### config.mk
export PLATFORM = sky130hd
export DESIGN_NAME = gmux_qen_ctrl
export DESIGN_NICKNAME = d
export VERILOG_FILES = /design/src/rtl/gmux_qen_ctrl.sv
export SDC_FILE = /design/constraint.sdc
export NUM_CORES = 1
export LEC_CHECK = 0
export BUFFER_PORTS_ARGS = -buffer_cell sky130_fd_sc_hd__buf_2
export CAP_MARGIN = 20
export CORE_AREA = 2 2 68 70
export DETAILED_ROUTE_END_ITERATION = 12
export DIE_AREA = 0 0 70 72
export PLACE_DENSITY = 0.87
export SLEW_MARGIN = 30
export SYNTH_ARGS = -nofsm -noshare
export SYNTH_HDL_FRONTEND = slang
export SYNTH_SLANG_ARGS = --single-unit
### constraint.sdc
create_clock -name clk -period 4.1 [get_ports clk]
set_input_delay 0.82 -clock clk [delete_from_list [all_inputs] [get_ports clk]]
set_output_delay 0.82 -clock clk [all_outputs]
set_load 0.1 [all_outputs]
### src/rtl/gmux_qen_ctrl.sv
// rtl/gmux_qen_ctrl.sv - per-quadrant static/dynamic/sleep enable sequencer for a global clock mux
module gmux_qen_ctrl #(
    parameter int ARM_CYC   = 4,
    parameter int DRAIN_CYC = 8,
    parameter int WAKE_CYC  = 16,
    parameter int CNT_W     = 5
) (
    input  logic       clk,
    input  logic       rst_n,
    input  logic [3:0] mode_dyn,
    input  logic [3:0] gate_on,
    input  logic [3:0] sleep_req,
    output logic [3:0] sen,
    output logic [3:0] dynen,
    output logic [3:0] den,
    output logic [3:0] vlp,
    output logic [3:0] busy
);

    typedef enum logic [2:0] {
        ST_STATIC = 3'd0,
        ST_ARM    = 3'd1,
        ST_DYN    = 3'd2,
        ST_DISARM = 3'd3,
        ST_DRAIN  = 3'd4,
        ST_SLEEP  = 3'd5,
        ST_WAKE   = 3'd6
    } state_t;

    // Terminal counts: the exit fires on the cycle the dwell count reaches N-1.
    localparam logic [CNT_W-1:0] ARM_LAST   = CNT_W'(ARM_CYC - 1);
    localparam logic [CNT_W-1:0] DRAIN_LAST = CNT_W'(DRAIN_CYC - 1);
    localparam logic [CNT_W-1:0] WAKE_LAST  = CNT_W'(WAKE_CYC - 1);

    for (genvar q = 0; q < 4; q++) begin : g_quad
        state_t             state_q;
        state_t             state_d;
        logic [CNT_W-1:0]   cnt_q;
        logic               timed;
        logic               den_q;

        assign timed = (state_q == ST_ARM) || (state_q == ST_DISARM) ||
                       (state_q == ST_DRAIN) || (state_q == ST_WAKE);

        // State, dwell counter and gate register; reset drops straight to STATIC.
        always_ff @(posedge clk or negedge rst_n) begin
            if (!rst_n) begin
                state_q <= ST_STATIC;
                cnt_q   <= '0;
                den_q   <= 1'b0;
            end else begin
                state_q <= state_d;
                if (state_d != state_q) begin
                    cnt_q <= '0;
                end else if (timed) begin
                    cnt_q <= cnt_q + 1'b1;
                end
                // The gate only passes while staying in DYN, so DEN is 0 on
                // the first DYN cycle and from the first cycle after leaving it.
                den_q <= (state_q == ST_DYN) && (state_d == ST_DYN) && gate_on[q];
            end
        end

        // Next-state decode with request priority per state.
        always_comb begin
            state_d = state_q;
            case (state_q)
                ST_STATIC: begin
                    if (sleep_req[q])     state_d = ST_DRAIN;
                    else if (mode_dyn[q]) state_d = ST_ARM;
                end
                ST_ARM: begin
                    if (!mode_dyn[q])           state_d = ST_DISARM;
                    else if (cnt_q == ARM_LAST) state_d = ST_DYN;
                end
                ST_DYN: begin
                    if (sleep_req[q])      state_d = ST_DRAIN;
                    else if (!mode_dyn[q]) state_d = ST_DISARM;
                end
                ST_DISARM: begin
                    if (cnt_q == ARM_LAST) state_d = ST_STATIC;
                end
                ST_DRAIN: begin
                    if (cnt_q == DRAIN_LAST) state_d = ST_SLEEP;
                end
                ST_SLEEP: begin
                    if (!sleep_req[q]) state_d = ST_WAKE;
                end
                ST_WAKE: begin
                    if (cnt_q == WAKE_LAST) state_d = ST_STATIC;
                end
                default: state_d = ST_STATIC;
            endcase
        end

        assign sen[q]   = (state_q == ST_STATIC) || (state_q == ST_ARM) || (state_q == ST_DISARM);
        assign dynen[q] = (state_q == ST_ARM) || (state_q == ST_DYN) || (state_q == ST_DISARM);
        assign den[q]   = den_q;
        assign vlp[q]   = (state_q == ST_SLEEP);
        assign busy[q]  = timed;
    end

endmodule
After elaboration in Yosys (flattened, before gate mapping):

Index checks and enable logic that the tools add are counted.

* flip-flop bits (word level): 36
* input bits: 14
* word-level logic and storage cells: 156

* add/subtract/negate cells: 4
* equal/unequal tests: 44
* multiplexer cells: 52
* reduce and logical (&&, ||, !) cells: 44

Operators with widths (number)
* $mux 3: 40
* $pmux 3 s7: 4
* $mux 5: 8
* $eq 3x2->1 const B: 12
* $eq 3x3->1 const B: 12
* $logic_or 1x1->1: 28
* $add 5x1->5 const B: 4
* $eq 5x2->1 const B: 4
* $eq 5x3->1 const B: 4
* $eq 5x4->1 const B: 4
* $eq 3x1->1 const B: 4
* $logic_not 3->1: 4
* $ne 3x3->1: 4
* $logic_and 1x1->1: 8
* $reduce_bool 2->1: 4

Depth between registers and ports, before layout:

Gate-level depths: netlist of the first run.

* word-level depth: 7
* depth in mapped cells: 7

Worst setup path after synthesis of the first run:

OpenSTA, ideal clock, no wires.

* kind: flip-flop to output port
* from: register g_quad[1].state_q[1]
* to: output port vlp[1]
* arrival: 1938 ps
* required time: 3280 ps
* setup slack: 1342 ps
* cell stages (with the launch flop): 3
* buffers on the path: 0
* cell sequence: dfrtp_1 or2b_2 nor2_1

* longest elaborated chain between the ends: 1

RTL lines
* start: declaration: line 36 `state_t state_q;`
* start signal: assignment: line 52 `state_q <= state_d;`
* $eq 3x3->1: line 99 `assign vlp[q] = (state_q == ST_SLEEP);`
* end: declaration: line 16 `output logic [3:0] vlp,`

Every way passes these cells.

Worst setup path in the final report of the first run:

* from: register g_quad[2].state_q[2]
* to: output port busy[2]

* longest elaborated chain between the ends: 4
* elaborated cells on any way between the ends: 7

RTL lines
* start: declaration: line 36
* start signal: assignment: line 52
* $eq 3x1->1 / $eq 3x2->1 (equally long branches): line 42 `assign timed = (state_q == ST_ARM) || (state_q == ST_DISARM) ||`
* $logic_or 1x1->1 (2 in a row): line 42
* $logic_or 1x1->1 (*): line 43 `(state_q == ST_DRAIN) || (state_q == ST_WAKE);`
* end: declaration: line 17 `output logic [3:0] busy`

Mark *: on every way between the ends. The rest lies on a longest branch, timed or not.

==> results of run 1 <==
registers in the layout (all words and copies together), names as in the netlist:
signal and cells:
g_quad.cnt_q 20, g_quad.state_q 12, g_quad.den_q 4
worst reg2reg max path: stages (launching register included):
cell and delay, ns:
dfrtp_1 0.40, ha_1 0.22, and3_1 0.17, ha_1 0.15, nand2b_1 0.10, a31oi_1 0.09, o32ai_1 0.72, nor3_1 0.14
synth_stat cells, types with 2 or more instances:
master,count,share of area
a211oi_1,7,0.021
o221ai_1,3,0.010
o32ai_1,2,0.0070
nand2_1,14,0.021
buf_4,9,0.027
and2_1,2,0.0050
a21oi_1,7,0.014
o21ai_0,18,0.036
and4_1,3,0.010
o311ai_0,2,0.0070
and3_1,5,0.012
dfrtp_1,36,0.36
xor2_1,10,0.035
clkbuf_8,2,0.011
nor2b_1,8,0.020
a2111oi_2,2,0.012
ha_1,8,0.040
nor3b_1,2,0.0060
nand2b_1,7,0.017
or2b_2,2,0.0070
a2bb2oi_1,2,0.0070
xnor2_1,6,0.021
nand4_1,6,0.015
xor2_2,2,0.013
mux2i_1,7,0.028
nor4b_1,4,0.014
nor2_1,34,0.051
o211ai_1,2,0.0060
nor3_1,12,0.024
and4b_1,2,0.0080
o21bai_1,2,0.0060
nand3_1,4,0.0080
inv_1,13,0.019
buf_2,7,0.014
metal layers:
| layer | vias up | GRT usage | share of wire |
|---|---|---|---|
| met1 | 927 | 0.268 | 0.47 |
| met4 | 0 | 0.0855 | 0.013 |
| li1 | 1023 | - | - |
| met5 | - | 0 | 0 |
| met3 | 9 | 0.0333 | 0.042 |
| met2 | 46 | 0.313 | 0.47 |
power by group through the flow:
stage                     Combinational, mW  Clock (mW)  Sequential (mW)
final                                  1.34       0.233            0.709
after detailed placement               1.34           0            0.712
after global routing                   1.47       0.258            0.740
after global placement                 1.31           0            0.703
after floorplan                        1.30           0            0.593
after CTS                              1.35       0.241            0.707
through the flow:
stage / hold WS (ns) / worst slack (ns)
2_1_floorplan: 0.499 / 1.34
3_3_place_gp: 0.538 / 1.79
3_5_place_dp: 0.560 / 1.77
4_1_cts: 0.576 / 1.45
5_1_grt: 0.623 / 1.29
6_report: 0.562 / 1.45
cell families after synthesis:
family | Yosys count | synth area share
DFF | 36 | 0.359
adders and majority gates | 8 | 0.0399
buffers and inverters | 32 | 0.0757
AOI/OAI and AO/OA | 57 | 0.167
and+or+nand+nor | 115 | 0.262
xor gates and xnor gates | 18 | 0.0688
muxes | 7 | 0.0279
worst max path at each step:
stage                    startpoint  endpoint  slack (ns)  cells past startpoint
6_report       g_quad[2].state_q[2]   busy[2]        1.45                      2
5_1_grt        g_quad[2].state_q[2]   busy[2]        1.29                      2
4_1_cts        g_quad[2].state_q[2]   busy[2]        1.45                      2
3_5_place_dp   g_quad[2].state_q[2]   busy[2]        1.77                      2
3_3_place_gp   g_quad[2].state_q[2]   busy[2]        1.79                      2
2_1_floorplan  g_quad[1].state_q[1]    vlp[1]        1.34                      2
cell type report:
cell class                 instances  area (µm²)  share of cell area
tap                               52        65.1              0.0243
clock inverter                     1        5.00             0.00187
multi-input combinational        205        1420               0.530
timing repair buffer              33         165              0.0617
clock buffer                       6        72.6              0.0271
inverter                          13        48.8              0.0182
sequential                        36         901               0.336
==> flow_summary_export.csv, run 1 <==
group,metric,value,unit
status,status,"finished, final reports clean",
yosys,syn_area,2510,µm²
placed_design,place_congestion,0.852,
yosys,ys_types,55,
critical_path,worstPathArrival,1.83,ns
drt,post_drt_wl_per_cell,13.3,µm
floorplan,core-area,4260,µm²
critical_path,cp.required,3.28,ns
critical_path,r2r_cells,7,
floorplan,die_area,5040,µm²
cts,cts_tree,"built",
floorplan,ioPinCount,34,
grt,antenna_found_initial,0,
power,power_frac_comb,0.587,
timing,fin_crit,2.65,ns
yosys,synth_area_per_cell,9.20,µm²
critical_path,crit_chain,"xor2_1 > buf_2",
timing,setup_violations,0,
timing,hold_viol_final,0,
grt,grt_pass1_vias,1854,
timing,tns,0,ns
cts,htree_num_levels,2,
placed_design,dp_cells,339,
worst_hold_path,hp-start,"g_quad[2].cnt_q[1]",
floorplan,start_util,0.589,
yosys,ys_seq_area_frac,0.359,
timing,fin_crit_sh,0.647,
yosys,synth_edf_count,0,
grt,grt_usage,0.197,
floorplan,fp-row-count,24,
finish,area_growth_syn_to_layout,6.63,%
critical_path,crit_path_end_kind,"primary output",
critical_path,critPathKind,"flop to primary output",
critical_path,reg2reg_slack,1.95,ns
cts,cts_buffers,5,
timing,rsz0062_at_grt,"false",
yosys,async_flop_share,1.00,
timing,max_freq,377,MHz
cts,clkLatencyLatePin,0.28,ns
finish,final_core_util,0.628,
finish,diodes,0,
cts,cts.sinks,36,
cts,cts.repair.resized,0,
critical_path,reg2reg_to,"g_quad[3].cnt_q[2]",
power,power_density,852,nW/µm²
drt,vias,2005,
placed_design,dpl_cell_area,2600,µm²
drt,drt.antenna.violating_nets,0,
finish,drive_above_1_share,0.190,
critical_path,crit_slowest_cell,"dfrtp_1",
drt,remaining_drc_errors,0,
cts,clockBufferDepth,2,
finish,final_area,2680,µm²
drt,wl,4620,µm
cts,cts_setup_buffers,0,
yosys,synth_nets,295,
critical_path,worst_setup_path_start_kind,"flop",
cts,root_buffer,"clkbuf_8",
yosys,yosys_register_bits,36,
finish,layout.nets,316,
grt,grt-ovfl-total,0,
yosys,synth_warnings,0,
timing,slew_headroom,0.470,
cts,cts.reportedPaths.clkPinSlew,0.07,ns
finish,most-common-layout-cells,"dfrtp_1 (36), nor2_1 (34), buf_2 (33), o21ai_0 (18), nand2_1 (14)",
power,clockPowerShare,0.102,
floorplan,die_h,72,µm
floorplan,fp.dieW,70,µm
power,p_switching,1.24,mW
power,peakVddDrop,0.741,mV
critical_path,crit_buf_inv,1,
timing,finalMaxSlewViolations,0,
drt,dr.pass1.iters,4,
grt,grt_pass1_wl,8110,µm
critical_path,crit_family,"flip-flops",
power,p_int,1.04,mW
power,seqPwrFrac,0.311,
power,switching_share,0.543,
grt,grt_max_degree,37,
finish,instances_no_fill,346,
yosys,netlist_instances,273,
finish,fill_cells,376,
critical_path,r2r_start,"g_quad[3].cnt_q[0]",
placed_design,place_hpwl,3400,µm
timing,fin_skew,0.00618,ns
critical_path,cp_max_fo,11,
timing,tightest_slew,0.793,ns
power,power,2.28,mW
critical_path,max_stage_delay,0.53,ns
drt,vias_per_cell,5.79,
finish,final_common_cell,"dfrtp_1",
power,p_leak,1.25,nW
cts,cts_hold_buf,0,
drt,drt_iter0_markers,87,
worst_hold_path,min_delay_worst_endpoint,"g_quad[2].cnt_q[1]",
placed_design,io_buffers,33,
yosys,synth_flop_cell,"dfrtp_1",
job,maxCapViolCount,0,
worst_hold_path,min_path_cells,2,
worst_hold_path,hp-class,"flop to flop",
Note: power is estimated with default switching activity, not from simulation.
==> run 2, diff against run 1 <==
--- a/config.mk
+++ b/config.mk
@@ -7,10 +7,10 @@
 export LEC_CHECK = 0
 export BUFFER_PORTS_ARGS = -buffer_cell sky130_fd_sc_hd__buf_2
 export CAP_MARGIN = 20
-export CORE_AREA = 2 2 68 70
+export CORE_AREA = 2 2 69 71
 export DETAILED_ROUTE_END_ITERATION = 12
-export DIE_AREA = 0 0 70 72
-export PLACE_DENSITY = 0.87
+export DIE_AREA = 0 0 71 73
+export PLACE_DENSITY = 0.85
 export SLEW_MARGIN = 30
 export SYNTH_ARGS = -nofsm -noshare
 export SYNTH_HDL_FRONTEND = slang
==> constraint.sdc (replaced) <==
create_clock -name clk -period 2.7 [get_ports clk]
set_input_delay 0.54 -clock clk [delete_from_list [all_inputs] [get_ports clk]]
set_output_delay 0.54 -clock clk [all_outputs]
set_load 0.1 [all_outputs]
==> flow_summary_export.csv, run 2 (same netlist as run 1, synthesis figures left out) <==
group,metric,value,unit
timing,tns,0,ns
cts,clockBufferDepth,2,
critical_path,crit_buf_inv,2,
finish,area_growth_syn_to_layout,7.67,%
critical_path,cp.required,2.16,ns
finish,seqCellArea,901,µm²
critical_path,critPathKind,"flop to primary output",
cts,cts_setup_buffers,0,
finish,final_common_cell,"dfrtp_1",
grt,grt_pass1_vias,1940,
finish,layout.nets,317,
drt,vias_per_cell,5.80,
critical_path,crit_family,"buffers and inverters",
finish,reg.largest.list,"g_quad.cnt_q x20, g_quad.state_q x12, g_quad.den_q x4",
finish,multi_input_area,1420,µm²
timing,fin_crit,2.28,ns
drt,wl,4930,µm
grt,grt-ovfl-total,0,
timing,max_freq,438,MHz
critical_path,max_stage_delay,0.60,ns
cts,cts_tree,"built",
status,status,"finished, final reports clean",
cts,root_buffer,"clkbuf_8",
cts,cts_buffers,5,
floorplan,fp.dieW,71,µm
power,power,3.56,mW
drt,dr.pass1.iters,4,
critical_path,cp_max_fo,15,
drt,post_drt_wl_per_cell,14.1,µm
timing,tightest_slew,0.799,ns
grt,grt_max_degree,37,
cts,cts_hold_buf,0,
finish,largest_register,"g_quad.cnt_q",
drt,drt_iter0_markers,151,
floorplan,ioPinCount,34,
power,power_density,1310,nW/µm²
floorplan,start_util,0.554,
floorplan,fp-row-count,25,
floorplan,die_area,5180,µm²
finish,largest_reg_flops,20,
cts,cts.sinks,36,
finish,fill_cells,390,
timing,fin_crit_sh,0.845,
power,p_leak,1.26,nW
critical_path,crit_path_end_kind,"primary output",
placed_design,place_hpwl,3580,µm
timing,slew_headroom,0.467,
floorplan,die_h,73,µm
timing,hold_viol_final,0,
critical_path,crit_slowest_cell,"dfrtp_1",
cts,cts.repair.resized,0,
grt,grt_usage,0.205,
timing,fin_skew,0.00809,ns
drt,remaining_drc_errors,0,
placed_design,io_buffers,33,
timing,finalMaxSlewViolations,0,
finish,drive_above_1_share,0.196,
finish,most-common-layout-cells,"dfrtp_1 (36), nor2_1 (34), buf_2 (33), o21ai_0 (18), nand2_1 (14)",
job,maxCapViolCount,0,
timing,rsz0062_at_grt,"false",
power,peakVddDrop,0.680,mV
drt,drt.antenna.violating_nets,0,
cts,htree_num_levels,2,
critical_path,worstPathArrival,1.74,ns
worst_hold_path,hp-class,"primary input to async pin",
critical_path,worst_setup_path_start_kind,"flop",
finish,diodes,0,
critical_path,crit_chain,"xnor2_1 > inv_1 > buf_2",
grt,antenna_found_initial,0,
drt,vias,2030,
timing,setup_violations,0,
floorplan,core-area,4540,µm²
placed_design,place_congestion,0.883,
cts,cts.reportedPaths.clkPinSlew,0.07,ns
grt,grt_pass1_wl,8600,µm
cts,clkLatencyLatePin,0.29,ns
run 2: cell types whose count changed in the layout (fill, tap and decap cells not counted), sizes merged:
cell / delta
clkinvlp: +1
clkbuf: +1
buf: +1
clkinv: -1
run 2: path summary, 6_finish.rpt:
kind | startpoint | end | slack, ns | depth (start not counted)
setup / recovery | g_quad[3].state_q[2] | busy[3] | 0.42 | 3
hold / removal | rst_n | g_quad[3].cnt_q[4] | 0.34 | 1
setup reg to reg | g_quad[3].cnt_q[0] | g_quad[3].cnt_q[0] | 0.61 | 7
hold reg to reg | g_quad[2].cnt_q[0] | g_quad[2].cnt_q[0] | 0.59 | 2
max in group asynchronous | rst_n | g_quad[3].cnt_q[0] | 1.85 | 1
min in group clk | gate_on[3] | g_quad[3].den_q | 0.52 | 2
run 2: area by class of cell:
type,count,area share
multi-input cells,205,0.525
flip-flops and latches,36,0.333
repair buffers,34,0.0639
clock buffers,7,0.0319
well taps,54,0.0250
inverters,13,0.0180
clock inverters,1,0.00278
run 2: metrics by stage:
step                      utilization  std cells  area, µm²  hold slack, ns  worst slack [ns]
after detailed placement        0.575        342       2610           0.570             0.629
after floorplan                     -        273       2510           0.244             0.222
after CTS                       0.596        350       2700           0.349             0.410
after global routing            0.596        350       2700           0.396             0.268
final                           0.596        350       2700           0.336             0.418
after global placement          0.575        342       2610           0.535             0.727
run 2: routing by layer:
layer | up-vias | wire (µm) | track usage
li1 | 1016 | - | -
met1 | 960 | 2230 | 0.258
met2 | 48 | 2460 | 0.353
met3 | 6 | 206 | 0.0525
met4 | 0 | 39 | 0.0545
met5 | - | 0 | 0
run 2: worst reg2reg max path, cell delays in order, from the launching register on:
cell      delay [ns]
dfrtp_1         0.39
ha_1            0.21
and3_1          0.16
ha_1            0.15
nor2b_1         0.06
o21ba_2         0.19
a211oi_1        0.65
nor4b_1         0.12
run 2: power breakdown:
group | internal, mW | switching [mW] | leakage, nW
sequential | 0.746 | 0.338 | 0.451
clock | 0.207 | 0.189 | 0.0445
combinational | 0.678 | 1.40 | 0.760
total | 1.63 | 1.92 | 1.26
==> run 3, diff against run 2 <==
==> constraint.sdc (replaced) <==
create_clock -name clk -period 2.2 [get_ports clk]
set_input_delay 0.44 -clock clk [delete_from_list [all_inputs] [get_ports clk]]
set_output_delay 0.44 -clock clk [all_outputs]
set_load 0.1 [all_outputs]
==> flow_summary_export.csv, run 3 (same netlist as run 1, synthesis figures left out) <==
group,metric,value,unit
status,status,"finished, final reports clean",
finish,largest_register,"g_quad.cnt_q",
timing,finalMaxSlewViolations,0,
cts,root_buffer,"clkbuf_8",
timing,fin_crit_sh,0.955,
critical_path,worstPathArrival,1.66,ns
critical_path,worst_setup_path_start_kind,"flop",
critical_path,reg2reg_to,"g_quad[3].cnt_q[4]",
timing,fin_skew,0.00414,ns
floorplan,die_h,73,µm
floorplan,core-area,4540,µm²
floorplan,fp-row-count,25,
timing,hold_viol_final,0,
drt,drt.antenna.violating_nets,0,
timing,setup_ws,0.0991,ns
grt,grt_pass1_wl,8530,µm
critical_path,cp.required,1.76,ns
drt,dr.pass1.iters,4,
finish,final_area,2790,µm²
placed_design,place_hpwl,3550,µm
job,maxCapViolCount,0,
power,power_density,1620,nW/µm²
cts,cts_tree,"built",
timing,tightest_slew,0.783,ns
placed_design,place_congestion,0.873,
grt,grt-ovfl-total,0,
drt,post_drt_wl_per_cell,13.7,µm
finish,final_common_cell,"dfrtp_1",
timing,max_freq,476,MHz
cts,cts.reportedPaths.clkPinSlew,0.07,ns
placed_design,dp_slack,0.246,ns
worst_hold_path,hp-class,"primary input to async pin",
finish,fill_cells,374,
cts,cts_buffers,5,
cts,cts.sinks,36,
critical_path,critPathKind,"flop to primary output",
drt,drt_iter0_markers,161,
grt,grt_max_degree,37,
power,peakVddDrop,1.31,mV
critical_path,crit_path_end_kind,"primary output",
timing,rsz0062_at_grt,"false",
cts,clockBufferDepth,2,
placed_design,io_buffers,33,
timing,setup_violations,0,
finish,diodes,0,
drt,vias,2082,
critical_path,r2r_start,"g_quad[3].cnt_q[0]",
drt,vias_per_cell,5.85,
timing,tns,0,ns
drt,remaining_drc_errors,0,
finish,largest_reg_flops,20,
finish,layout.nets,323,
floorplan,die_area,5180,µm²
grt,grt_pass1_vias,1952,
floorplan,start_util,0.554,
finish,area_growth_syn_to_layout,11.3,%
timing,slew_headroom,0.478,
finish,most-common-layout-cells,"dfrtp_1 (36), buf_2 (29), nor2_1 (25), o21ai_0 (18), nand2_1 (14)",
finish,drive_above_1_share,0.242,
critical_path,r2r_cells,8,
floorplan,fp.dieW,71,µm
critical_path,cp_max_fo,11,
grt,antenna_found_initial,0,
drt,wl,4860,µm
cts,cts_hold_buf,0,
floorplan,ioPinCount,34,
cts,htree_num_levels,2,
critical_path,reg2reg_slack,0.21,ns
grt,grt_usage,0.203,
power,p_leak,1.29,nW
cts,clkLatencyLatePin,0.29,ns
placed_design,dpl_cell_area,2690,µm²
timing,fin_crit,2.10,ns
finish,reg.largest.list,"g_quad.cnt_q x20, g_quad.state_q x12, g_quad.den_q x4",
==> run 3: layout make-up <==
class	instances	area (µm²)	area share
timing repair buffer	40	240	0.0860
sequential	36	901	0.322
tap	54	67.6	0.0242
clock inverter	1	7.51	0.00269
multi-input combinational	205	1440	0.516
clock buffer	7	86.3	0.0309
inverter	13	48.8	0.0175
==> run 3: worst max-delay path by stage <==
stage,startpoint,end,slack [ns],depth (start not counted)
floorplan,g_quad[1].state_q[1],vlp[1],0.28,2
global placement,g_quad[3].cnt_q[0],g_quad[3].cnt_q[0],0.28,8
detailed placement,g_quad[3].cnt_q[0],g_quad[3].cnt_q[4],0.25,8
CTS,g_quad[3].state_q[0],busy[3],0.08,3
global route,g_quad[3].cnt_q[0],g_quad[3].cnt_q[0],0.01,8
finish,g_quad[1].state_q[2],busy[1],0.1,2
==> run 3: critical path, cell delays in order, from the launching register on <==
cell and delay (ns):
dfrtp_1 0.59, xor2_2 0.40, buf_4 0.38
==> run 3: metrics by stage <==
stage	power (mW)	hold WS, ns	std cells	utilization
global placement	3.94	0.539	348	0.594
detailed placement	4.01	0.559	348	0.594
global route	4.87	0.299	356	0.616
CTS	4.54	0.251	356	0.615
floorplan	3.57	0.144	273	-
finish	4.52	0.229	356	0.616
==> run 3: power by group <==
group	switching (mW)	total, mW	leakage [nW]	internal, mW
combinational	1.77	2.73	0.797	0.960
clock	0.231	0.485	0.0445	0.254
sequential	0.381	1.30	0.451	0.917
total	2.39	4.52	1.29	2.13
==> run 3: layer usage <==
metal / global-route usage / wire length (µm) / vias up
met5: 0 / 0 / -
met4: 0.0713 / 27 / 0
met3: 0.0470 / 195 / 2
met2: 0.329 / 2430 / 50
met1: 0.267 / 2210 / 1000
li1: - / - / 1030
==> run 3: repair_timing <==
| item | CTS | global route |
|---|---|---|
| buffers inserted | 0 | 0 |
| resized for setup | 2 | 1 |
| endpoints found under the hold margin | 0 | 0 |
| endpoints found under the setup margin | 2 | 1 |
